<file path="src/rtl/bool_seq_pkg.sv">
// Shared definitions for the boolean truth-table sequencer: FSM state
// encoding and the vector-count helper used to size table ports.
package bool_seq_pkg;

  typedef enum logic [1:0] {
    ST_IDLE = 2'd0,
    ST_HOLD = 2'd1,
    ST_DONE = 2'd2
  } state_t;

  localparam int N_IN_DEFAULT = 3;

  // Number of input vectors swept for an N-input boolean block.
  function automatic int vec_count(input int n_in);
    return 1 << n_in;
  endfunction

endpackage

</file>
<file path="src/rtl/bool_tt_popcount.sv">
// Combinational population count of a truth-table-wide bit vector.
// The result is N_IN+1 bits so a fully set table (all V bits) fits.
module bool_tt_popcount
  import bool_seq_pkg::*;
#(
  parameter int N_IN = N_IN_DEFAULT
) (
  input  logic [vec_count(N_IN)-1:0] i_bits,
  output logic [N_IN:0]              o_count
);

  // Sum every set bit of the input vector.
  always_comb begin
    o_count = '0;
    for (int i = 0; i < vec_count(N_IN); i++) begin
      o_count = o_count + {{N_IN{1'b0}}, i_bits[i]};
    end
  end

endmodule

</file>
<file path="src/rtl/bool_tt_sequencer.sv">
// Stimulus/capture controller for a small combinational boolean block.
// Sweeps every input vector, holds each for SETTLE+1 cycles, samples the
// block output on the last cycle of each hold, builds the truth table and
// compares it against an expected table latched when the sweep starts.
module bool_tt_sequencer
  import bool_seq_pkg::*;
#(
  parameter int N_IN   = N_IN_DEFAULT,
  parameter int SETTLE = 1
) (
  input  logic                        clk,
  input  logic                        rst,
  input  logic                        start,
  input  logic [vec_count(N_IN)-1:0]  expected,
  input  logic                        d_i,
  output logic [N_IN-1:0]             vec_o,
  output logic                        busy,
  output logic                        done,
  output logic [vec_count(N_IN)-1:0]  table_o,
  output logic                        match,
  output logic [N_IN:0]               err_cnt
);

  localparam int V  = vec_count(N_IN);
  // Settle counter needs at least one bit even when SETTLE is zero.
  localparam int CW = (SETTLE > 0) ? $clog2(SETTLE + 1) : 1;

  state_t          r_state;
  state_t          w_state_nxt;
  logic [N_IN-1:0] r_vec;
  logic [N_IN-1:0] w_vec_nxt;
  logic [CW-1:0]   r_cnt;
  logic [CW-1:0]   w_cnt_nxt;
  logic [V-1:0]    r_table;
  logic [V-1:0]    w_table_nxt;
  logic [V-1:0]    w_table_fin;
  logic [V-1:0]    r_exp;
  logic [V-1:0]    w_exp_nxt;
  logic            r_busy;
  logic            w_busy_nxt;
  logic            r_done;
  logic            w_done_nxt;
  logic            r_match;
  logic            w_match_nxt;
  logic [N_IN:0]   r_err;
  logic [N_IN:0]   w_err_nxt;
  logic [N_IN:0]   w_popcnt;

  // Error count is taken on the table that already includes the final sample,
  // so the result is ready in the same cycle the sweep ends.
  bool_tt_popcount #(
    .N_IN (N_IN)
  ) u_popcount (
    .i_bits  (w_table_fin ^ r_exp),
    .o_count (w_popcnt)
  );

  // Next-state and next-register values for the sweep FSM.
  always_comb begin
    w_state_nxt = r_state;
    w_vec_nxt   = r_vec;
    w_cnt_nxt   = r_cnt;
    w_table_nxt = r_table;
    w_exp_nxt   = r_exp;
    w_busy_nxt  = r_busy;
    w_done_nxt  = 1'b0;
    w_match_nxt = r_match;
    w_err_nxt   = r_err;

    w_table_fin        = r_table;
    w_table_fin[r_vec] = d_i;

    case (r_state)
      ST_IDLE: begin
        if (start) begin
          w_exp_nxt   = expected;
          w_vec_nxt   = '0;
          w_cnt_nxt   = '0;
          w_table_nxt = '0;
          w_match_nxt = 1'b0;
          w_err_nxt   = '0;
          w_busy_nxt  = 1'b1;
          w_state_nxt = ST_HOLD;
        end else begin
          w_state_nxt = ST_IDLE;
        end
      end

      ST_HOLD: begin
        if (r_cnt != CW'(SETTLE)) begin
          w_cnt_nxt = r_cnt + CW'(1);
        end else begin
          w_table_nxt = w_table_fin;
          w_cnt_nxt   = '0;
          if (r_vec != N_IN'(V - 1)) begin
            w_vec_nxt = r_vec + N_IN'(1);
          end else begin
            w_vec_nxt   = '0;
            w_busy_nxt  = 1'b0;
            w_done_nxt  = 1'b1;
            w_match_nxt = (w_table_fin == r_exp);
            w_err_nxt   = w_popcnt;
            w_state_nxt = ST_DONE;
          end
        end
      end

      ST_DONE: begin
        // Single-cycle completion state; start is deliberately not sampled here.
        w_state_nxt = ST_IDLE;
      end

      default: begin
        w_busy_nxt  = 1'b0;
        w_state_nxt = ST_IDLE;
      end
    endcase
  end

  // State and result registers; reset also discards any partial sweep.
  always_ff @(posedge clk) begin
    if (rst) begin
      r_state <= ST_IDLE;
      r_vec   <= '0;
      r_cnt   <= '0;
      r_table <= '0;
      r_exp   <= '0;
      r_busy  <= 1'b0;
      r_done  <= 1'b0;
      r_match <= 1'b0;
      r_err   <= '0;
    end else begin
      r_state <= w_state_nxt;
      r_vec   <= w_vec_nxt;
      r_cnt   <= w_cnt_nxt;
      r_table <= w_table_nxt;
      r_exp   <= w_exp_nxt;
      r_busy  <= w_busy_nxt;
      r_done  <= w_done_nxt;
      r_match <= w_match_nxt;
      r_err   <= w_err_nxt;
    end
  end

  assign vec_o   = r_vec;
  assign busy    = r_busy;
  assign done    = r_done;
  assign table_o = r_table;
  assign match   = r_match;
  assign err_cnt = r_err;

endmodule
</file>
<file path="config.mk">
export PLATFORM = sky130hd
export DESIGN_NAME = bool_tt_sequencer
export DESIGN_NICKNAME = d
export VERILOG_FILES = /design/src/rtl/bool_seq_pkg.sv /design/src/rtl/bool_tt_popcount.sv /design/src/rtl/bool_tt_sequencer.sv
export SDC_FILE = /design/constraint.sdc
export NUM_CORES = 1
export LEC_CHECK = 0
export CELL_PAD_IN_SITES_DETAIL_PLACEMENT = 0
export CELL_PAD_IN_SITES_GLOBAL_PLACEMENT = 2
export CORE_MARGIN = 4
export CORE_UTILIZATION = 32
export CTS_CLUSTER_SIZE = 24
export DETAILED_ROUTE_END_ITERATION = 7
export PLACE_DENSITY_LB_ADDON = 0.1
export RECOVER_POWER = 100
export SLEW_MARGIN = 20
export SYNTH_ARGS = -nofsm -noshare
export SYNTH_HDL_FRONTEND = slang
export SYNTH_SLANG_ARGS = --single-unit
</file>
<file path="constraint.sdc">
create_clock -name clk -period 11.8 [get_ports clk]
set_clock_uncertainty 0.2 [all_clocks]
set_input_delay 1.18 -clock clk [delete_from_list [all_inputs] [get_ports clk]]
set_output_delay 1.18 -clock clk [all_outputs]
set_load 0.005 [all_outputs]
</file>
Yosys cells after proc, flatten, opt, wreduce, memory -nomap -nowiden
Cells that the tools add are included.
{ "word_totals": {"elab_cells": 70, "inputBits": 12, "output_inout_bits": 18, "regBits": 29} }
{ "op_classes": {"add_sub_neg": 9, "eq_ne": 7, "n_lt_le_gt_ge": 2, "reduce_logical": 10, "bitwise_logic": 4, "mux": 29} }
{ "op_table": {"columns": ["op", "n"], "rows": [
  ["4-bit by 1-bit adder with 4-bit output", 6],
  ["8-bit two-way mux", 2],
  ["8-bit one-hot mux with 2 select lines", 1],
  ["4-bit two-way mux", 3],
  ["1-bit two-way mux", 10],
  ["3-bit two-way mux", 3],
  ["8-bit bitwise mux", 1],
  ["8-bit equality test", 1],
  ["4-bit one-hot mux with 2 select lines", 1],
  ["4-bit AND reduction", 2],
  ["8-bit XOR", 1],
  ["2-bit inequality test (second input constant)", 3],
  ["3-bit one-hot mux with 2 select lines", 1],
  ["2-bit AND reduction", 3],
  ["3-bit by 4-bit less-than comparator with 1-bit output (second input constant)", 1],
  ["2-bit two-way mux", 2],
  ["1-bit one-hot mux with 2 select lines", 2],
  ["2-bit one-hot mux with 2 select lines", 1],
  ["3-bit by 1-bit adder with 3-bit output (second input constant)", 1],
  ["1-bit demux with 3-bit select", 1],
  ["3-bit by 1-bit >= comparator with 1-bit output (second input constant)", 1],
  ["3-bit inequality test (second input constant)", 1],
  ["1-bit inverter", 3],
  ["1-bit one-hot mux with 3 select lines", 1],
  ["9 further kinds", 9]
]} }

Depth between registers and ports, before layout
Gate-level depths: netlist (run 1).
{ "depth": {"ltp_word": 16, "ltp_mapped": 15, "depth_no_buf": 14} }

Hierarchy
A second synthesis (run 1) with hierarchy kept.
{ "hier_totals": {"cells_unflattened": 175, "area_unflattened_um2": 1571.5} }
{ "by_module_without_submodules": {"columns": ["module", "area_per_inst_um2", "cells_per_inst", "instances", "seq_area_each_um2"], "rows": [
  ["bool_tt_sequencer", 1381.3, 151, 1, 580.6],
  ["bool_tt_popcount", 190.2, 24, 1, 0.0]
]} }

Worst setup path before layout (run 1)
Ideal clock, no wire load.
{ "synth_timing": {"kind": "input to register", "from": "input port d_i", "to": "register r_err[1] (netlist: err_cnt[1])", "setup_ns": 0.129, "path_buffers": 1, "required_time_ns": 11.471, "stages": 13, "setup_slack_ns": 7.321, "arrival_time_ns": 4.150, "path_cell_list": "buf_4 > mux2i_1 > xnor2_1 > inv_1 > ha_1 > fa_1 > inv_1 > fa_1 > fa_1 > inv_1 > fa_1 > a22oi_1 > nor2_1"} }
{ "synth_via": {"elab_chain_cells": 12} }
{ "synth_lines": {"columns": ["element", "line", "source"], "rows": [
  ["from (decl)", "bool_tt_sequencer.sv:15", "input logic d_i,"],
  ["8-bit bitwise mux *", "bool_tt_sequencer.sv:71", "w_table_fin[r_vec] = d_i;"],
  ["8-bit XOR *", "bool_tt_sequencer.sv:54", ".i_bits (w_table_fin ^ r_exp),"],
  ["1-bit by 1-bit adder with 2-bit output", "bool_tt_popcount.sv:16", "o_count = o_count + {{N_IN{1'b0}}, i_bits[i]};"],
  ["4-bit by 1-bit adder with 4-bit output (5 in series)", "bool_tt_popcount.sv:16", null],
  ["4-bit by 1-bit adder with 4-bit output *", "bool_tt_popcount.sv:16", null],
  ["4-bit two-way mux *", "bool_tt_sequencer.sv:95", "if (r_vec != N_IN'(V - 1)) begin"],
  ["4-bit two-way mux *", "bool_tt_sequencer.sv:90", "if (r_cnt != CW'(SETTLE)) begin"],
  ["4-bit one-hot mux with 2 select lines *", "bool_tt_sequencer.sv:73", "case (r_state)"],
  ["to (signal assigned)", "bool_tt_sequencer.sv:141", "r_err <= w_err_nxt;"],
  ["to (decl)", "bool_tt_sequencer.sv:45", "logic [N_IN:0] r_err;"]
]} }
Every way passes the cells marked *; elsewhere a longest branch is shown, timed or not. The select of a mux whose other input is x is not followed.
A chain may end at the register's enable or synchronous reset.

Worst setup path after layout (run 1)
Same ends and word-level chain as after synthesis.

==> impl_metrics.env, run 1 <==
export IMPL_min_period_over_period=0.425
export IMPL_yosys_area_share_xor_xnor=0.0499
export IMPL_routed_wl_um=3640
export IMPL_rr_worst_depth=13
export IMPL_async_reset_ff_frac=0
export IMPL_drv_cap=0
export IMPL_nNetsFinal=218
export IMPL_port_buffers=29
export IMPL_ys_seq_area_frac=0.368
export IMPL_drc=0
export IMPL_synthFlopType="dfxtp_1"
export IMPL_power_uw=228
export IMPL_core_area_mm2=0.00475
export IMPL_postCtsSetupBuffers=0
export IMPL_die_w_um=78.2
export IMPL_gp_congestion=0.782
export IMPL_synthCells=169
export IMPL_synth_top_family_by_area="simple AND/OR/NAND/NOR gates"
export IMPL_synth_simple_area_share=0.190
export IMPL_crit_chain="dlygate4sd3_1 > mux2i_1 > xnor2_1 > inv_1 > ha_1 > fa_1 > inv_1 > fa_1 > fa_1 > inv_1 > fa_1 > a22oi_1 > nor2_1"
export IMPL_reg2reg_to="err_cnt[1]"
export IMPL_fin_crit_ns=5.02
export IMPL_regArea_um2=581
export IMPL_fmax_mhz=199
export IMPL_slew_headroom=0.0971
export IMPL_n_antenna_cell=0
export IMPL_rows=25
export IMPL_wl_per_cell_um=13.8
export IMPL_utilization=0.418
export IMPL_synth_nets=191
export IMPL_rrSetupSlack_ns=7.38
export IMPL_synth_compound_area_frac=0.124
export IMPL_hold_path_class="reg -> reg"
export IMPL_synthMuxAreaShare=0.114
export IMPL_cts_buffers=5
export IMPL_setup_viol_count_final=0
export IMPL_cts_repair_resized=0
export IMPL_ys_warn_count=0
export IMPL_tightest_slew_ns=1.35
export IMPL_min_to="table_o[3]"
export IMPL_crit_type="in -> reg"
export IMPL_avgSynthCellArea_um2=9.34
export IMPL_cts_sinks=29
export IMPL_post_drt_via_cell_ratio=4.68
export IMPL_finalHoldViolations=0
export IMPL_drt_iter0_markers=52
export IMPL_grt_max_degree=31
export IMPL_crit_path_max_incr_delay_ns=0.74
export IMPL_first_global_vias=1231
export IMPL_reg2reg_from="vec_o[0]"
export IMPL_synth_edf_count=0
export IMPL_critPathTopFamily="adder cells"
export IMPL_htree_levels=2
export IMPL_clk_pin_slew_worst_paths_ns=0.06
export IMPL_die_area_mm2=0.00612
export IMPL_antenna_found_initial=0
export IMPL_cp_slowest_cell="dlygate4sd3_1"
export IMPL_clock_latency_ns=0.28
export IMPL_crit_path_end_kind="flip-flop"
export IMPL_ys_types=37
export IMPL_slew_viol_final=0
export IMPL_root_buffer="clkbuf_8"
export IMPL_multi_input_area_um2=902
export IMPL_grt_overflow=0
export IMPL_start_kind="primary input"
export IMPL_fill_cells=484
export IMPL_start_util=0.332
export IMPL_powerDensity_mw_per_mm2=115
export IMPL_grt_usage=0.132
export IMPL_synthToLayoutAreaGrowth_pct=25.9
export IMPL_dpl_hpwl_um=2640
export IMPL_cp_data_required_time_ns=11.71
export IMPL_synthAdderAreaFrac=0.0983
export IMPL_p_leak_nw=0.898
export IMPL_vias=1236
export IMPL_synth_seq_cells=29
export IMPL_arrival_ns=4.93
export IMPL_worstPathMaxFanout=9
export IMPL_antenna_left=0
export IMPL_grt_pass1_wl_um=6270
export IMPL_synth_area_mm2=0.00158
export IMPL_cts_hold_buf=0
export IMPL_status="complete, no violations"
export IMPL_cp_num_buf_inv=4
export IMPL_die_h_um=78.2
export IMPL_tns_ns=0
export IMPL_hold_depth=2
export IMPL_holdCritStartpoint="table_o[3]"
export IMPL_peakVddDrop_v=0.0000569
export IMPL_ios=30
export IMPL_drive_gt1_frac=0.0761
export IMPL_crit_top_cell="fa_1"
export IMPL_ctsLongestPathBuffers=2
export IMPL_dr_pass1_iters=4
export IMPL_rsz0062_at_grt="no"
export IMPL_cts_tree="yes"
-- layout make-up --
cell class,instances,share of cell area
Tap cell,67,0.0422
Timing Repair Buffer,30,0.148
Clock inverter,1,0.00252
Inverter,7,0.0132
Multi-Input combinational cell,123,0.454
Clock buffer,7,0.0485
Sequential cell,29,0.292
-- worst register-to-register path, delay by kind of cell (launching register included) --
kind | cells | cell delay (ns)
AOI/OAI and AO/OA | 1 | 0.18
xor gates and xnor gates | 1 | 0.17
adders and majority gates | 5 | 2.18
buffers and inverters | 3 | 0.22
DFF | 1 | 0.58
muxes | 1 | 0.26
and+or+nand+nor | 2 | 0.45
-- per-layer routing --
layer,GRT usage,vias up,wire (um)
met5,0,-,0
met3,0.0390,4,135
met4,0.0507,0,29
met2,0.196,21,1700
met1,0.180,584,1780
li1,-,627,-
-- cell usage after synthesis (all sizes together), types with 2 or more instances --
cell type / n / area share
fa: 4 / 0.051
a21oi: 8 / 0.028
nand2: 11 / 0.026
inv: 7 / 0.017
nand3b: 3 / 0.022
xnor2: 3 / 0.017
o21ai: 7 / 0.022
nor3b: 3 / 0.021
mux2i: 18 / 0.11
clkbuf: 3 / 0.0071
nor2: 29 / 0.071
buf: 7 / 0.032
a21o: 2 / 0.0095
xor2: 6 / 0.033
nand2b: 2 / 0.0079
dfxtp: 29 / 0.37
and3: 3 / 0.013
ha: 6 / 0.048
a22oi: 8 / 0.038
-- power breakdown --
group / switching, mW / internal (mW)
Combinational: 0.0185 / 0.0156
Sequential: 0.00308 / 0.101
Clock: 0.0379 / 0.0526
Total: 0.0594 / 0.169
-- flip-flops by register name, summed over array words and instances (netlist names) --
signal	flops
busy	1
match	1
r_state	2
r_exp	8
r_cnt	1
err_cnt	4
done	1
vec_o	3
table_o	8
-- per-stage QoR --
step	hold slack (ns)	setup slack (ns)	cell area (um^2)	std cells
after global placement	0.259	6.67	1900	256
after floorplan	0.261	7.32	1580	169
after global routing	0.308	6.51	1990	264
final	0.266	6.78	1990	264
after detailed placement	0.269	6.62	1900	256
after CTS	0.278	6.91	2000	264
-- cell families (layout without fill, tap and decap cells) --
logic type                 count (synthesis)  in the layout
AOI/OAI and AO/OA                         29             29
adders and majority gates                 10             10
buffers and inverters                     17             45
xor gates and xnor gates                   9              9
and+or+nand+nor                           57             57
DFF                                       29             29
muxes                                     18             18
-- cell usage in the layout (no fill, tap or decap), types with 2 or more instances in the layout --
cell and instances:
xor2_1 6, dfxtp_1 29, a21oi_1 7, clkdlybuf4s50_1 9
mux2i_1 18, nor2_1 28, clkbuf_8 7, a21o_1 2
nor3b_2 2, inv_1 7, nand2b_1 2, nand3b_1 2
dlygate4sd3_1 20, nand2_1 11, o21ai_0 7, and3_2 2
xnor2_1 3, fa_1 4, a22oi_1 8, ha_1 6
-- how the worst max path moves through the flow --
stage | startpoint | end | cells past startpoint
2_1_floorplan | d_i | err_cnt[1] | 13
3_3_place_gp | d_i | err_cnt[1] | 13
3_5_place_dp | d_i | err_cnt[1] | 13
4_1_cts | d_i | err_cnt[1] | 13
5_1_grt | d_i | err_cnt[1] | 13
6_report | d_i | err_cnt[1] | 13
Power figures use the tool's default switching activity.
==> inputs of run 2 (changes only) <==
Settings changed: CORE_UTILIZATION 32 to 28.
Clock period 11.8 ns to 4.5 ns, I/O delays scaled along.
==> run 2 against run 1 <==
Net effect:
- total power increased to 2.5 times the previous value
- design area decreased by 0.13%
- final cell count increased by 3.0%
- clock-buffer cell count unchanged
- clock power increased by 140%
- critical path depth unchanged
- wire length increased by 6.9%
- via count increased by 2.1%
- sequential share of layout area about the same
- non-clock buffer count increased by 4
- die area increased by 13%
- register-to-register slack got worse by 7.0 ns
==> impl_metrics.env, run 2 (synthesis results as in run 1) <==
export IMPL_cts_hold_buf=0
export IMPL_grt_max_degree=31
export IMPL_min_period_over_period=0.918
export IMPL_port_buffers=29
export IMPL_fill_cells=596
export IMPL_wl_per_cell_um=14.3
export IMPL_place_inst=265
export IMPL_finalHoldViolations=0
export IMPL_tightest_slew_ns=1.01
export IMPL_cts_sinks=29
export IMPL_grt_usage=0.118
export IMPL_tns_ns=0
export IMPL_worst_hold_slack_ns=0.275
export IMPL_dp_slack_ns=0.206
export IMPL_drive_gt1_frac=0.0650
export IMPL_nNetsFinal=222
export IMPL_clk_pin_slew_worst_paths_ns=0.06
export IMPL_drc=0
export IMPL_multi_input_area_um2=891
export IMPL_htree_levels=2
export IMPL_die_w_um=83.1
export IMPL_crit_type="reg -> reg"
export IMPL_fin_crit_ns=4.13
export IMPL_worstPathMaxFanout=4
export IMPL_drv_cap=0
export IMPL_rows=27
export IMPL_hold_path_class="reg -> reg"
export IMPL_stdcell_count=272
export IMPL_root_buffer="clkbuf_8"
export IMPL_rr_worst_depth=13
export IMPL_grt_overflow=0
export IMPL_dr_pass1_iters=4
export IMPL_arrival_ns=4.07
export IMPL_start_util=0.289
export IMPL_regArea_um2=581
export IMPL_postCtsSetupBuffers=0
export IMPL_die_h_um=83.1
export IMPL_cp_data_required_time_ns=4.44
export IMPL_dpl_hpwl_um=2960
export IMPL_hold_depth=2
export IMPL_slew_headroom=0.323
export IMPL_p_leak_nw=0.889
export IMPL_clock_latency_ns=0.28
export IMPL_start_kind="flip-flop"
export IMPL_cts_repair_resized=0
export IMPL_ctsLongestPathBuffers=2
export IMPL_drt_iter0_markers=56
export IMPL_first_global_vias=1316
export IMPL_antenna_left=0
export IMPL_post_drt_via_cell_ratio=4.64
export IMPL_status="complete, no violations"
export IMPL_gp_congestion=0.783
export IMPL_fmax_mhz=242
export IMPL_slew_viol_final=0
export IMPL_core_area_mm2=0.00547
export IMPL_ios=30
export IMPL_peakVddDrop_v=0.0000905
export IMPL_synthToLayoutAreaGrowth_pct=25.8
export IMPL_powerDensity_mw_per_mm2=291
export IMPL_setup_viol_count_final=0
export IMPL_final_setup_worst_slack_ns=0.367
export IMPL_antenna_found_initial=0
export IMPL_crit_path_end_kind="flip-flop"
export IMPL_die_area_mm2=0.00690
export IMPL_grt_pass1_wl_um=6450
export IMPL_cts_tree="yes"
export IMPL_mostFrequentLayoutCells="nor2_1 (29), dfxtp_1 (29), mux2i_1 (18), dlygate4sd3_1 (17)"
export IMPL_cts_buffers=5
export IMPL_vias=1262
export IMPL_rsz0062_at_grt="no"
export IMPL_utilization=0.363
export IMPL_n_antenna_cell=0
export IMPL_routed_wl_um=3890
## run 2: path summary, 6_finish.rpt
check | slack [ns] | start | end
max | 0.37 | vec_o[2] | err_cnt[1]
min | 0.27 | table_o[5] | table_o[5]
min reg2reg | 0.27 | table_o[5] | table_o[5]
max reg2reg | 0.37 | vec_o[2] | err_cnt[1]
## run 2: final cells by class
| type | instances | share of cell area |
|---|---|---|
| tap | 72 | 0.0454 |
| sequential | 29 | 0.292 |
| inverter | 7 | 0.0132 |
| timing repair buffer | 34 | 0.157 |
| multi-input combinational | 123 | 0.449 |
| clock buffer | 7 | 0.0435 |
## run 2: through the flow
step | power, mW | instance area, um^2
final | 0.577 | 1990
after global routing | 0.614 | 1990
after CTS | 0.595 | 2020
after detailed placement | 0.373 | 1930
after global placement | 0.371 | 1930
after floorplan | 0.340 | 1580
## run 2: worst max-delay path: stages (launching register included)
cell and delay (ns):
dfxtp_1 0.35, nor3b_1 0.40, mux2i_1 0.27, xnor2_1 0.16, inv_1 0.07, ha_1 0.29
fa_1 0.54, inv_1 0.05, fa_1 0.50, fa_1 0.42, inv_1 0.09, fa_1 0.41
a22oi_1 0.18, nor2_1 0.06
## run 2: per-layer routing
metal  wire length (um)  GRT usage
met5                  0          0
met4                 73     0.0490
met3                149     0.0377
met2               1780      0.182
met1               1890      0.151
## run 2: power by group
| group | total (mW) | internal (mW) | leakage, nW | switching (mW) |
|---|---|---|---|---|
| Combinational | 0.0925 | 0.0421 | 0.609 | 0.0504 |
| Clock | 0.214 | 0.121 | 0.0443 | 0.0930 |
| Sequential | 0.271 | 0.264 | 0.236 | 0.00658 |
